### config.mk
export PLATFORM = sky130hd
export DESIGN_NAME = muldiv_unit
export DESIGN_NICKNAME = d
export VERILOG_FILES = /design/src/rtl/muldiv_unit.sv
export SDC_FILE = /design/constraint.sdc
export NUM_CORES = 1
export LEC_CHECK = 0
export ABC_AREA = 1
export CORE_MARGIN = 1.5
export CORE_UTILIZATION = 54
export CTS_CLUSTER_SIZE = 24
export DETAILED_ROUTE_END_ITERATION = 6
export GPL_TIMING_DRIVEN = 0
export PLACE_DENSITY_LB_ADDON = 0.3
export SETUP_SLACK_MARGIN = 0.02
export SYNTH_ARGS = -nofsm -noshare
export SYNTH_HDL_FRONTEND = slang
export SYNTH_SLANG_ARGS = --single-unit
### constraint.sdc
create_clock -name clk -period 3.8 [get_ports clk]
set_clock_uncertainty 0.1 [all_clocks]
set_input_delay 0.57 -clock clk [delete_from_list [all_inputs] [get_ports clk]]
set_output_delay 0.57 -clock clk [all_outputs]
set_load 0.02 [all_outputs]
### src/rtl/muldiv_unit.sv
// Iterative multiply/divide unit holding the HI/LO pair.
// Shift-add multiply and restoring divide on magnitudes, sign fixup in a final cycle.
module muldiv_unit #(
  parameter int WIDTH = 32
) (
  input  logic             clk,
  input  logic             reset,
  input  logic             start,
  input  logic [1:0]       op,
  input  logic [WIDTH-1:0] a,
  input  logic [WIDTH-1:0] b,
  input  logic             hi_we,
  input  logic             lo_we,
  input  logic [WIDTH-1:0] wdata,
  output logic             busy,
  output logic             done,
  output logic             div_by_zero,
  output logic [WIDTH-1:0] hi,
  output logic [WIDTH-1:0] lo
);

  localparam int CW = (WIDTH > 1) ? $clog2(WIDTH) : 1;
  localparam logic [1:0] S_IDLE = 2'd0;
  localparam logic [1:0] S_RUN  = 2'd1;
  localparam logic [1:0] S_FIX  = 2'd2;

  logic [1:0]         state_q, state_d;
  logic [CW-1:0]      cnt_q, cnt_d;
  logic               busy_q, busy_d, done_q, done_d, dbz_q, dbz_d;
  logic [WIDTH-1:0]   hi_q, hi_d, lo_q, lo_d;
  logic [WIDTH-1:0]   ma_q, ma_d, mb_q, mb_d;
  logic [2*WIDTH-1:0] acc_q, acc_d;
  logic               is_div_q, is_div_d, qneg_q, qneg_d, rneg_q, rneg_d, bz_q, bz_d;

  logic               sgn;
  logic [WIDTH:0]     msum, trial, diff;
  logic [2*WIDTH-1:0] mul_next, div_next, prod;

  function automatic logic [WIDTH-1:0] fix_w(input logic neg, input logic [WIDTH-1:0] v);
    return neg ? -v : v;
  endfunction

  function automatic logic [2*WIDTH-1:0] fix_2w(input logic neg, input logic [2*WIDTH-1:0] v);
    return neg ? -v : v;
  endfunction

  always_comb begin
    state_d  = state_q;
    cnt_d    = cnt_q;
    busy_d   = busy_q;
    done_d   = 1'b0;
    dbz_d    = 1'b0;
    hi_d     = hi_q;
    lo_d     = lo_q;
    ma_d     = ma_q;
    mb_d     = mb_q;
    acc_d    = acc_q;
    is_div_d = is_div_q;
    qneg_d   = qneg_q;
    rneg_d   = rneg_q;
    bz_d     = bz_q;
    sgn      = ~op[0];

    // Multiply: low half holds the unconsumed multiplier, high half the running sum.
    msum     = {1'b0, acc_q[2*WIDTH-1:WIDTH]} + {1'b0, (acc_q[0] ? ma_q : '0)};
    mul_next = {msum, acc_q[WIDTH-1:1]};
    // Divide: high half is the remainder, low half shifts dividend out and quotient in.
    trial    = {acc_q[2*WIDTH-1:WIDTH], acc_q[WIDTH-1]};
    diff     = trial - {1'b0, mb_q};
    div_next = {(diff[WIDTH] ? trial[WIDTH-1:0] : diff[WIDTH-1:0]),
                acc_q[WIDTH-2:0], ~diff[WIDTH]};
    prod     = fix_2w(qneg_q, acc_q);

    case (state_q)
      S_IDLE: begin
        if (hi_we) hi_d = wdata;
        if (lo_we) lo_d = wdata;
        if (start) begin
          state_d  = S_RUN;
          busy_d   = 1'b1;
          cnt_d    = '0;
          is_div_d = op[1];
          ma_d     = fix_w(sgn & a[WIDTH-1], a);
          mb_d     = fix_w(sgn & b[WIDTH-1], b);
          qneg_d   = sgn & (a[WIDTH-1] ^ b[WIDTH-1]);
          rneg_d   = sgn & a[WIDTH-1];
          bz_d     = (b == '0);
          acc_d    = {{WIDTH{1'b0}}, (op[1] ? ma_d : mb_d)};
        end
      end
      S_RUN: begin
        acc_d = is_div_q ? div_next : mul_next;
        cnt_d = cnt_q + CW'(1);
        if (cnt_q == CW'(WIDTH - 1)) state_d = S_FIX;
      end
      S_FIX: begin
        if (is_div_q) begin
          hi_d = fix_w(rneg_q, acc_q[2*WIDTH-1:WIDTH]);
          lo_d = bz_q ? '1 : fix_w(qneg_q, acc_q[WIDTH-1:0]);
        end else begin
          hi_d = prod[2*WIDTH-1:WIDTH];
          lo_d = prod[WIDTH-1:0];
        end
        dbz_d   = is_div_q & bz_q;
        done_d  = 1'b1;
        busy_d  = 1'b0;
        state_d = S_IDLE;
      end
      default: begin
        state_d = S_IDLE;
        busy_d  = 1'b0;
      end
    endcase
  end

  always_ff @(posedge clk or posedge reset) begin
    if (reset) begin
      state_q <= S_IDLE;
      cnt_q   <= '0;
      busy_q  <= 1'b0;
      done_q  <= 1'b0;
      dbz_q   <= 1'b0;
      hi_q    <= '0;
      lo_q    <= '0;
    end else begin
      state_q <= state_d;
      cnt_q   <= cnt_d;
      busy_q  <= busy_d;
      done_q  <= done_d;
      dbz_q   <= dbz_d;
      hi_q    <= hi_d;
      lo_q    <= lo_d;
    end
  end

  // Operand/datapath registers are qualified by the FSM and need no reset.
  always_ff @(posedge clk) begin
    ma_q     <= ma_d;
    mb_q     <= mb_d;
    acc_q    <= acc_d;
    is_div_q <= is_div_d;
    qneg_q   <= qneg_d;
    rneg_q   <= rneg_d;
    bz_q     <= bz_d;
  end

  assign busy        = busy_q;
  assign done        = done_q;
  assign div_by_zero = dbz_q;
  assign hi          = hi_q;
  assign lo          = lo_q;

endmodule
# Word-level counts from Yosys, hierarchy flattened
# Index checks and enable logic that the tools add are counted.
# W data, S select, Z words.
[op_classes]
multipliers = 0
addsub = 8
n_eq_ne = 7
n_div = 0
n_reduce_logical = 10
mux = 27
n_lt_le_gt_ge = 0
bitwise_logic = 8
shift = 0
[op_table]
columns = ["operator", "count"]
rows = [
  ["$mux W32", 12],
  ["$mux W64", 3],
  ["$neg A32 Y32", 4],
  ["$pmux W32 S2", 2],
  ["$pmux W64 S2", 1],
  ["$neg A64 Y64", 1],
  ["$add A32 B32 Y33", 1],
  ["$sub A33 B32 Y33", 1],
  ["$logic_not A32 Y1", 1],
  ["$reduce_and A2 Y1", 6],
  ["$pmux W5 S2", 1],
  ["$ne A2 B2 Y1 const B", 4],
  ["$add A5 B1 Y5 const B", 1],
  ["$eq A5 B5 Y1 const B", 1],
  ["$mux W5", 1],
  ["$and A1 B1 Y1", 4],
  ["$mux W2", 2],
  ["$pmux W2 S2", 1],
  ["$reduce_bool A2 Y1", 2],
  ["$mux W1", 3],
  ["$not A1 Y1", 3],
  ["$eq A2 B1 Y1 const B", 1],
  ["$eq A2 B2 Y1 const B", 1],
  ["$logic_not A2 Y1", 1],
  ["other kinds (2)", 2],
]
[totals]
register_bits = 206
mem_count = 0
latchBits = 0
rom_bits = 0
out_inout_bits = 67
mem_bits_rw = 0

# Longest topological paths before layout
[depth]
word_depth = 6
depth_mapped = 19
mapped_depth_nobuf = 19

# Least setup slack after synthesis
# Ideal clock, no wire load.
[synth_timing]
path_kind = "input -> register"
from = "input start"
to = "register acc_q[0], enable pin"
required_time_ns = 3.281
cell_stages = 4
path_buffers = 0
setup_ns = 0.419
arrival_time_ns = 3.631
slack_ns = -0.351
path_cell_list = "nand2_1 > inv_1 > nor2_1 > inv_1"
[synth_between]
elab_chain_len = 2
[synth_lines]
columns = ["item", "line", "text"]
rows = [
  ["start: declaration", "8", "input logic start,"],
  ["$ne A2 B2 Y1 (no line)", "--", ""],
  ["$reduce_and A2 Y1 (no line)", "--", ""],
  ["end signal: assignment", "140", "acc_q <= acc_d;"],
  ["end: declaration", "32", "logic [2*WIDTH-1:0] acc_q, acc_d;"],
]
# Every way passes these cells.
# A chain may end at the register's enable or synchronous reset.

# Worst setup path after layout
[layout_timing]
from = "register acc_q[32]"
to = "register acc_q[36] (data pin)"
[layout_between]
elab_chain_len = 4
[layout_lines]
columns = ["item", "line", "text"]
rows = [
  ["$sub A33 B32 Y33", "69", "diff = trial - {1'b0, mb_q};"],
  ["$mux W32", "70", "div_next = {(diff[WIDTH] ? trial[WIDTH-1:0] : diff[WIDTH-1:0]),"],
  ["$mux W64 *", "92", "acc_d = is_div_q ? div_next : mul_next;"],
  ["$pmux W64 S2 *", "74", "case (state_q)"],
]
# Every way passes the cells marked *; elsewhere a longest branch is shown, timed or not.

==> impl_metrics.yaml <==
status:
  status: "completed"
die:
  die_w_um: 187.3
  die_height_um: 187.3
  coreArea_um2: 33450
  io_pins: 170
  die_area_um2: 35080
  initial_core_util_pct: 54.83
  rows: 67
setup_path:
  crit_path_end_kind: "flop"
  criticalPathCategory: "flop to flop"
  r2r_start: "acc_q[32]"
  crit_buf_inv: 3
  crit_path_start_kind: "flop"
  reg2reg_depth: 15
  cp_top_family: "simple AND/OR/NAND/NOR gates"
  crit_chain: "inv_1 > fa_1 > inv_1 > nand2_1 > nand2_1 > nand3_1 > nand2_2 > nand2_1 > nand2_2 > nand2_1 > nand3_2 > nand2_4 > buf_6 > nor2_1 > a21oi_1"
  crit_required_ns: 3.97
  slowest_stage: "edfxtp_1"
  crit_arrival_ns: 3.72
  worst-path-max-fanout: 10
  cp_common_cell: "nand2_1"
  r2r_end: "acc_q[36]"
  max_stage_delay_ns: 0.57
  r2r_slack_ns: 0.25
clock_network:
  clock-sinks: 206
  root_buffer: "clkbuf_16"
  clk_latency_ns: 0.56
  htreeDepth: 1
  cts_tree: "built"
  post_cts.repair.setup_buffers: 0
  ctsHoldBuffers: 0
  cts_resized: 0
  clkTransAtPathRegs_ns: 0.06
  clock_path_buffers: 3
  cts_buffers: 24
timing:
  hold_viol_final: 0
  slew_violations: 0
  period_share_pct: 93.43
  worst_slew_pin_slew_ns: 1.156
  slew_headroom_pct: 22.09
  rsz0062_at_grt: "false"
  setup_viol: 0
  min_period_ns: 3.550
  hold_ws_ns: 0.4032
  max_freq_mhz: 281.7
power_and_ir_drop:
  power_leakage_nw: 10.05
  ir_worst_vdd_mv: 0.6536
  power.density_nw_per_um2: 807.3
min_path:
  holdPathStages: 1
  min_from: "lo[6]"
  hold_path_class: "flop to flop"
  hold_end: "lo[6]"
global_route:
  grt_max_degree: 75
  grt_util_all_layers_pct: 43.01
  first_global_vias: 19740
  antenna_found_initial: 2
  grt_overflow: 0
  grt_pass1_wl_um: 114200
synthesis:
  yosysSeqAreaShare_pct: 31.71
  synth.avg_cell_area_um2: 6.348
  yosys_warnings: 0
  synth.distinct_cells: 44
  synth-main-ff-cell: "edfxtp_1"
  synth-seq-cells: 206
  synthTopCellsByArea: "edfxtp_1, nand2_1, dfrtp_1"
  synthesis.area_um2: 18340
  syn-instance-count: 2889
  yosysTopAreaCellShare_pct: 21.61
  yosys.area.top_type: "edfxtp_1"
  ys_async_sr_fraction_pct: 35.92
  synth_fp_nets: 3064
  synth_edf_count: 132
cells_and_area:
  multiInputGateArea_um2: 10530
  final_cell_count_no_fill: 3552
  drive_gt1_share_pct: 2.996
  area_growth_pct: 16.71
  n_antenna_cell: 0
  final_core_util_pct: 63.99
  regArea_um2: 5816
  fillerInstances: 3148
  nets: 3261
drt:
  num_vias: 21370
  vias_per_cell: 6.017
  dr.pass1.iters: 7
  drtAntennaViolNets: 0
  first_iter_violations: 2863
  wl_per_cell_um: 21.71
  wirelength_um: 77110
  drc: 0
placement:
  gp_congestion: 1.067
  numPortBuffers: 169
  placed_cells: 3507
  detailed_place_hpwl_um: 63350
job:
  drv_cap: 0
==> how the worst max path moves through the flow <==
stage,startpoint,end,slack (ns),cells after the start
final,acc_q[32],acc_q[36],0.25,15
after floorplan,start,acc_q[0],0.16,4
after detailed placement,start,acc_q[59],-0.15,5
after global placement,start,acc_q[59],-1.24,5
after global routing,acc_q[32],acc_q[0],0.08,15
after CTS,state_q[1],acc_q[62],0.36,5
==> per-layer routing <==
metal | up-vias | wire, um | global-route usage, %
met3 | 217 | 9872 | 10.34
met4 | 0 | 3969 | 20.01
li1 | 9817 | - | -
met5 | - | 0 | 0
met2 | 1483 | 32370 | 64.14
met1 | 9857 | 30910 | 58.85
==> cells by family after synthesis <==
family / Yosys count / share of synthesized area (%)
adders and majority gates: 72 / 4.994
DFF: 206 / 31.71
and+or+nand+nor: 1538 / 35.19
AOI/OAI and AO/OA: 482 / 13.91
xor gates and xnor gates: 70 / 3.343
buffers and inverters: 521 / 10.85
==> final cells by class <==
class                   count  share of cell area, %
inverters                 440                  7.745
multi-input cells        2162                  49.21
flip-flops and latches    206                  27.17
well taps                 448                  2.619
clock buffers              37                  3.268
repair buffers            171                  8.090
clock inverters             7                 0.3098
plain buffers              81                  1.584
==> cells in the mapped netlist (26+ instances only) <==
library cell and number:
a21oi_1 232, clkbuf_1 55, dfrtp_1 74, edfxtp_1 132, ha_1 70, inv_1 432, nand2_1 762, nand3_1 284
nand4_1 47, nor2_1 366, nor3_1 26, o21ai_0 181, xor2_1 56
==> flip-flops by register name (all words and copies together) (netlist names), 2 cells and up <==
register and count:
acc_q 64, hi 32, lo 32, ma_q 32, mb_q 32, cnt_q 5
state_q 2
==> worst register-to-register path, stage by stage, from the launching register on <==
cell and delay [ns]:
edfxtp_1 0.57, inv_1 0.32, fa_1 0.47, inv_1 0.10, nand2_1 0.08, nand2_1 0.09
nand3_1 0.08, nand2_2 0.14, nand2_1 0.08, nand2_2 0.10, nand2_1 0.09, nand3_2 0.23
nand2_4 0.14, buf_6 0.18, nor2_1 0.36, a21oi_1 0.15
==> layout by cell type, fill, tap and decap left out, types with 10 or more instances in the layout <==
master	n
edfxtp_1	132
nand4_1	47
clkbuf_1	63
buf_1	13
clkbuf_16	24
buf_2	10
a31oi_1	14
xor2_1	56
nor2_1	366
nor3_1	26
inv_1	429
xnor2_1	14
nand3_1	284
a21oi_1	232
nand3b_1	11
clkdlybuf4s50_1	169
o211ai_1	11
dfrtp_1	74
ha_1	70
nand2_1	762
o21ai_0	181
==> report_power, final <==
part	switching (W)	leakage (nW)	internal [W]
Clock	0.00100	0.374	0.00128
Combinational	0.00702	7.57	0.00340
Sequential	0.00102	2.11	0.00356
Total	0.00905	10.0	0.00823
==> per-stage QoR <==
stage                     setup TNS [ns]  power (W)  setup slack [ns]  area (um2)
final                                  0    0.01728            0.2497       21400
after floorplan                        0    0.01084            0.1561       18340
after CTS                              0    0.01687            0.3621       21380
after global placement            -81.29    0.01438            -1.239       20600
after detailed placement          -9.197    0.01459           -0.1502       20620
after global routing                   0    0.01826           0.07644       21400
(Power assumes the default switching activity.)
